--- config.mk ---
export PLATFORM = sky130hd
export DESIGN_NAME = cpu_seq_ctrl
export DESIGN_NICKNAME = d
export VERILOG_FILES = /design/src/rtl/cpu_seq_ctrl.sv
export SDC_FILE = /design/constraint.sdc
export NUM_CORES = 1
export LEC_CHECK = 0
export ABC_CLOCK_PERIOD_IN_PS = 2300
export BUFFER_PORTS_ARGS = -buffer_cell sky130_fd_sc_hd__buf_2
export CORE_ASPECT_RATIO = 1.2
export CORE_MARGIN = 2
export CORE_UTILIZATION = 47
export DETAILED_ROUTE_END_ITERATION = 12
export GPL_TIMING_DRIVEN = 0
export PLACE_DENSITY = 0.84
export SYNTH_ARGS = -nofsm -noshare
export SYNTH_HDL_FRONTEND = slang
export SYNTH_SLANG_ARGS = --single-unit
--- constraint.sdc ---
create_clock -name clk -period 2.3 [get_ports clk]
set_clock_uncertainty 0.05 [all_clocks]
set_input_delay 0.69 -clock clk [delete_from_list [all_inputs] [get_ports clk]]
set_output_delay 0.69 -clock clk [all_outputs]
set_load 0.05 [all_outputs]
--- src/rtl/cpu_seq_ctrl.sv ---
// Multi-cycle CPU sequencing controller: fetch/decode/execute/memory/writeback
// FSM with a memory-ack timeout, sticky error flags and a retired-instruction
// counter.
module cpu_seq_ctrl #(
  parameter int unsigned MEM_TIMEOUT = 15
) (
  input  logic        clk,
  input  logic        rst,
  input  logic        start,
  input  logic [6:0]  opcode,
  input  logic [2:0]  funct3,
  input  logic        zero,
  input  logic        mem_ack,
  output logic [2:0]  state,
  output logic        ir_we,
  output logic        pc_we,
  output logic [1:0]  pc_src,
  output logic        rf_we,
  output logic        alu_src,
  output logic [2:0]  alu_op,
  output logic        mem_req,
  output logic        mem_wr,
  output logic        mem_ifetch,
  output logic        mtr_sel,
  output logic        busy,
  output logic        halted,
  output logic        illegal,
  output logic        mem_err,
  output logic [15:0] instr_count
);

  localparam int unsigned CW_RAW = $clog2(MEM_TIMEOUT + 1);
  localparam int unsigned CW     = (CW_RAW < 4) ? 4 : CW_RAW;
  localparam logic [CW-1:0] TMO  = CW'(MEM_TIMEOUT);

  typedef enum logic [2:0] {
    S_IDLE   = 3'd0,
    S_FETCH  = 3'd1,
    S_DECODE = 3'd2,
    S_EXEC   = 3'd3,
    S_MEM    = 3'd4,
    S_WB     = 3'd5,
    S_HALT   = 3'd6,
    S_BAD    = 3'd7
  } state_t;

  typedef enum logic [2:0] {
    C_R, C_I, C_LOAD, C_STORE, C_BRANCH, C_JAL, C_LUI, C_SYS
  } cls_t;

  state_t        state_q, state_d;
  cls_t          cls_q, dec_cls;
  logic          dec_legal;
  logic [CW-1:0] tmo_q, tmo_d, tmo_inc;
  logic          tmo_hit;
  logic          set_ill, set_merr;
  logic          illegal_q, mem_err_q;
  logic [15:0]   cnt_q;
  logic          br_taken;

  // Classify the opcode presented while in DECODE
  always_comb begin
    dec_cls   = C_R;
    dec_legal = 1'b1;
    case (opcode)
      7'b0110011: dec_cls = C_R;
      7'b0010011: dec_cls = C_I;
      7'b0000011: dec_cls = C_LOAD;
      7'b0100011: dec_cls = C_STORE;
      7'b1100011: begin
        dec_cls   = C_BRANCH;
        dec_legal = (funct3 == 3'b000) || (funct3 == 3'b001);
      end
      7'b1101111: dec_cls = C_JAL;
      7'b0110111: dec_cls = C_LUI;
      7'b1110011: dec_cls = C_SYS;
      default:    dec_legal = 1'b0;
    endcase
  end

  assign br_taken = ((funct3 == 3'b000) &&  zero) ||
                    ((funct3 == 3'b001) && !zero);
  assign tmo_inc  = tmo_q + CW'(1);
  assign tmo_hit  = (tmo_inc == TMO);

  // Next-state selection; an ack in the final timeout cycle takes priority
  always_comb begin
    state_d  = state_q;
    set_ill  = 1'b0;
    set_merr = 1'b0;
    case (state_q)
      S_IDLE:   if (start) state_d = S_FETCH;
      S_FETCH: begin
        if (mem_ack) begin
          state_d = S_DECODE;
        end else if (tmo_hit) begin
          state_d  = S_HALT;
          set_merr = 1'b1;
        end
      end
      S_DECODE: begin
        if (!dec_legal) begin
          state_d = S_HALT;
          set_ill = 1'b1;
        end else if (dec_cls == C_SYS) begin
          state_d = S_HALT;
        end else begin
          state_d = S_EXEC;
        end
      end
      S_EXEC: begin
        case (cls_q)
          C_LOAD, C_STORE: state_d = S_MEM;
          C_BRANCH:        state_d = S_FETCH;
          default:         state_d = S_WB;
        endcase
      end
      S_MEM: begin
        if (mem_ack) begin
          state_d = (cls_q == C_STORE) ? S_FETCH : S_WB;
        end else if (tmo_hit) begin
          state_d  = S_HALT;
          set_merr = 1'b1;
        end
      end
      S_WB:    state_d = S_FETCH;
      S_HALT:  state_d = S_HALT;
      default: state_d = S_HALT;
    endcase
  end

  // Timeout counter: any state change clears it, which covers every entry
  // into FETCH or MEM; it only counts while waiting in those two states.
  always_comb begin
    tmo_d = tmo_q;
    if (state_d != state_q) begin
      tmo_d = '0;
    end else if ((state_q == S_FETCH) || (state_q == S_MEM)) begin
      tmo_d = tmo_inc;
    end
  end

  // Control strobes decoded from the current state and latched class
  always_comb begin
    ir_we      = 1'b0;
    pc_we      = 1'b0;
    pc_src     = 2'b00;
    rf_we      = 1'b0;
    alu_src    = 1'b0;
    alu_op     = 3'b000;
    mem_req    = 1'b0;
    mem_wr     = 1'b0;
    mem_ifetch = 1'b0;
    mtr_sel    = 1'b0;
    case (state_q)
      S_FETCH: begin
        mem_req    = 1'b1;
        mem_ifetch = 1'b1;
        ir_we      = mem_ack;
      end
      S_EXEC: begin
        alu_src = cls_q inside {C_I, C_LOAD, C_STORE, C_LUI};
        if ((cls_q == C_R) || (cls_q == C_I)) begin
          alu_op = funct3;
        end else if (cls_q == C_BRANCH) begin
          alu_op = 3'b001;
        end
        if (cls_q == C_BRANCH) begin
          pc_we  = 1'b1;
          pc_src = br_taken ? 2'b01 : 2'b00;
        end
      end
      S_MEM: begin
        mem_req = 1'b1;
        mem_wr  = (cls_q == C_STORE);
        pc_we   = mem_ack && (cls_q == C_STORE);
      end
      S_WB: begin
        rf_we   = 1'b1;
        pc_we   = 1'b1;
        mtr_sel = (cls_q == C_LOAD);
        pc_src  = (cls_q == C_JAL) ? 2'b10 : 2'b00;
      end
      default: ;
    endcase
  end

  // State, class latch, timeout, sticky flags and retire counter
  always_ff @(posedge clk) begin
    if (rst) begin
      state_q   <= S_IDLE;
      cls_q     <= C_R;
      tmo_q     <= '0;
      illegal_q <= 1'b0;
      mem_err_q <= 1'b0;
      cnt_q     <= '0;
    end else begin
      state_q <= state_d;
      tmo_q   <= tmo_d;
      if (state_q == S_DECODE) cls_q <= dec_cls;
      if (set_ill)  illegal_q <= 1'b1;
      if (set_merr) mem_err_q <= 1'b1;
      if (pc_we && (cnt_q != '1)) cnt_q <= cnt_q + 16'd1;
    end
  end

  assign state       = state_q;
  assign busy        = (state_q != S_IDLE) && (state_q != S_HALT);
  assign halted      = (state_q == S_HALT);
  assign illegal     = illegal_q;
  assign mem_err     = mem_err_q;
  assign instr_count = cnt_q;

endmodule

* Word level (Yosys, flattened, before mapping)
Cells that the tools add are included.
** Operators by class
- $add $sub $neg :: 2
- Reduce and logical (&&, ||, !) cells :: 19
- Eq/ne operators :: 26
- Muxes and demuxes :: 32
** Operators with widths (number)
- 3-bit 2-to-1 mux :: 9
- 3-bit == test, second input constant :: 7
- 7-bit by 6-bit == test with 1-bit output, second input constant :: 3
- 7-bit == test, second input constant :: 3
- 3-bit one-hot mux with 7 select lines :: 1
- 3-bit one-hot mux with 6 select lines :: 1
- 16-bit by 1-bit adder with 16-bit output, second input constant :: 1
- 1-bit 2-to-1 mux :: 16
- 16-bit inequality test, second input constant :: 1
- 3-bit by 2-bit == test with 1-bit output, second input constant :: 4
- 3-bit by 1-bit == test with 1-bit output, second input constant :: 3
- 3-bit zero test :: 3
- 7-bit by 2-bit == test with 1-bit output, second input constant :: 1
- 7-bit by 5-bit == test with 1-bit output, second input constant :: 1
- 7-bit OR reduction :: 1
- 3-bit one-hot mux with 2 select lines :: 1
- 2-bit OR reduction :: 3
- 1-bit logical AND :: 5
- 4-bit by 1-bit adder with 4-bit output, second input constant :: 1
- 4-bit == test, second input constant :: 1
- 1-bit logical OR :: 4
- 2-bit one-hot mux with 2 select lines :: 1
- 4-bit nonzero test :: 1
- 3-bit inequality test :: 1
- other kinds (6) :: 6
** Word-level totals
- Logic and storage cells :: 85
- Output and inout port bits :: 36
- Input port bits :: 15
- Register bits :: 28

* Logic depth before layout (Yosys ltp)
- Depth after elaboration :: 8
- Mapped depth :: 7
- Depth with buffers taken out :: 7

* Worst setup path after synthesis
OpenSTA, ideal clock, no wires.
- Kind :: reg-to-output
- Start point :: reg state_q[1], in the netlist state[1]
- End point :: out pc_src[0]
- Cell stages (with the launch flop) :: 4
- Required time :: 1.560 ns
- Slack :: -1.098 ns
- Path buffers :: 1
- Arrival time :: 2.658 ns
- Cell sequence :: dfxtp_1 -> clkbuf_1 -> nand3_1 -> nor4_1
** On the way
- Cells in the longest elaborated chain, start to end :: 2
- Elaborated cells between the ends (all ways) :: 3
- Those cells by class :: eq/ne (2); mux (1)
** Ends and longest elaborated chain
- start: declaration :: RTL line 51 : state_t state_q, state_d;
- start signal: assignment :: RTL line 198 : state_q <= state_d;
- 3-bit == test / 3-bit by 2-bit == test with 1-bit output (equally long branches) :: RTL line 155 : case (state_q)
- 2-bit one-hot mux with 2 select lines (*) :: RTL line 155
- end: declaration :: RTL line 17 : output logic [1:0] pc_src,
Mark *: on every way between the ends. The rest lies on a longest branch, timed or not.

* Worst setup path in the final report
- Start point :: in mem_ack
- End point :: out pc_we
** On the way
- Cells in the longest elaborated chain, start to end :: 2
** Ends and longest elaborated chain
- start: declaration :: RTL line 13 : input logic mem_ack,
- 1-bit logical AND :: RTL line 176 : pc_we = mem_ack && (cls_q == C_STORE);
- 1-bit one-hot mux with 3 select lines :: RTL line 155
- end: declaration :: RTL line 16 : output logic pc_we,
No other way between the ends.

==> run metrics <==
vias in the first global route=1636; Worst-Skew Late Latency=0.27 ns; Fin. Hold Viols=0; die height=71.9 um; status=finished clean; post-synth cell types=52; CP endpoint kind=output pin; count of final setup violators=0; number of H-tree levels=1; final worst slack=0.0495 ns; WL per Instance=13.8 um; final antenna-violating net count=0; gr usage total=0.209; CP max FO=7; slew margin rel.=0.641; Synth Flop Type=dfxtp_1; cell chosen for the clock root=clkbuf_8; die width=60.6 um; most frequent cells in the layout=buf_2 (39), nand2_1 (29), nor2_1 (29); number of flops mapped to enable cells by yosys=0; period utilization=0.978; Register Area=576 um^2; GRT overflow=0; final WL=4580 um; final slew viol count=0; syn avg cell area=7.93 um^2; hold buffer count at CTS=0; Power Density=537 nW/um^2; die area=4360 um^2; io pins=51; Area Growth Syn to Fin=31.1%; Setup Slack @ Placement=-0.161 ns; Max rail drop VDD=0.280 mV; row cnt=24; largest net degree at the start of global routing=15; CTS tree=built; via count=1828; synthesized area=1810 um^2; initial antenna violation count=0; syn nets=246; Final Wtd Congestion=0.871; Synthesis Warnings=0; asr flop ratio synth=0; NumNets Final=301; arrival time at the worst endpoint=1.51 ns; vias per cell=5.49; Seq cells post-synth=28; clock buffer depth=2; first-pass GRT wire length=7160 um; fin crit period=2.25 ns; layout cell share with drive strength beyond 1=0.324; maxcap violations=0; Leak=0.000998 uW; Cells after DPL=327; Worst-Margin Slew=0.538 ns; layout filler cell count=329; CP Data Required Time=1.56 ns; sequential area share after synthesis=0.310; core area=3660 um^2; Worst-path clk slew=0.09 ns; Final Total Pwr=1270 uW; Hold WC Path Type=flip-flop to flip-flop; Initial DRT Pass Iterations=4; CTS Buf Count=3; area occupied by multi-input gates=1310 um^2; drc violations=0; Initial DRC Count=122; HPWL after detailed placement=3290 um; fmax=444 MHz; Setup CP Type=input port to output pin; fin cells=333; most common cell after layout, fill and taps aside=buf_2; Post-Synthesis Cells=228; Antenna Cells=0; crit start category=input port; Initial Util=0.494; count of port buffers added during placement=47; clock tree sinks=28
## stage by stage
step	util	setup TNS, ns	cell area [um^2]	hold WS (ns)
2_1_floorplan	-	-0.0926	1870	0.436
3_3_place_gp	0.593	-0.602	2170	0.409
3_5_place_dp	0.593	-0.749	2170	0.411
4_1_cts	0.630	-0.0116	2310	0.434
5_1_grt	0.647	-0.0257	2370	0.451
6_report	0.647	0	2370	0.424
## metal layers
metal  global-route usage  vias up  routed length (um)
li1                     -      909                   -
met1                0.265      853                1940
met2                0.356       57                2350
met3               0.0196        9                 204
met4               0.0870        0                  91
met5                    0        -                   0
## registers in the layout, summed over array words and instances, names as in the netlist
| name | flops |
|---|---|
| cls_q | 3 |
| illegal | 1 |
| instr_count | 16 |
| mem_err | 1 |
| state | 3 |
| tmo_q | 4 |
## Yosys cell counts (3+ instances only)
master / n / share of area
or3_1: 3 / 0.010
a21oi_1: 11 / 0.030
xnor2_1: 7 / 0.034
o21ai_1: 4 / 0.011
and2_1: 4 / 0.014
nand3_1: 11 / 0.030
nor2_1: 29 / 0.060
nand2_1: 31 / 0.064
ha_1: 3 / 0.021
inv_1: 5 / 0.010
xor2_1: 9 / 0.044
nor2b_1: 6 / 0.021
nor3_1: 9 / 0.025
o21ai_0: 6 / 0.017
nor3b_1: 3 / 0.012
dfxtp_1: 28 / 0.31
clkbuf_1: 4 / 0.0083
and3_1: 10 / 0.035
nand2b_1: 3 / 0.010
## power by group
part           leakage, uW  internal, uW  switching [uW]
clock network    0.0000216           118             147
logic             0.000747           161             298
registers         0.000230           508            40.7
total             0.000998           787             486
## layout make-up
cell class,count,share of cell area
clock buffer,3,0.0174
timing repair buffer,50,0.126
tap,52,0.0275
sequential,28,0.243
multi-input combinational,187,0.554
inverter,5,0.00792
buffer,8,0.0238
## worst max-delay path, stage by stage
cell	delay, ns
buf_2	0.14
and4b_2	0.25
o21ai_2	0.17
nand2_2	0.09
buf_6	0.16
## cell families (layout without fill, tap and decap cells)
| kind of cell | Yosys count | after routing | share of synthesized area |
|---|---|---|---|
| AND/OR/NAND/NOR | 127 | 127 | 0.380 |
| AO/OA/AOI/OAI | 38 | 38 | 0.155 |
| flip-flops | 28 | 28 | 0.310 |
| XOR/XNOR | 17 | 17 | 0.0865 |
| buffers and inverters | 13 | 66 | 0.0360 |
| adder cells (fa/ha/maj) | 3 | 3 | 0.0208 |
| multiplexers | 2 | 2 | 0.0118 |
## path summary, 6_finish.rpt
check | from | endpoint | slack, ns | cells past startpoint
setup / recovery | mem_ack | pc_we | 0.05 | 5
hold / removal | illegal | illegal | 0.42 | 2
setup reg to reg | tmo_q[0] | tmo_q[1] | 0.23 | 7
hold reg to reg | illegal | illegal | 0.42 | 2
## timing repair
item / 4_1_cts / 5_1_grt
pin swaps: 4 / 2
setup endpoints to repair: 10 / 10
resized for setup: 24 / 14
setup buffers: 2 / 1
(Power assumes the default switching activity.)
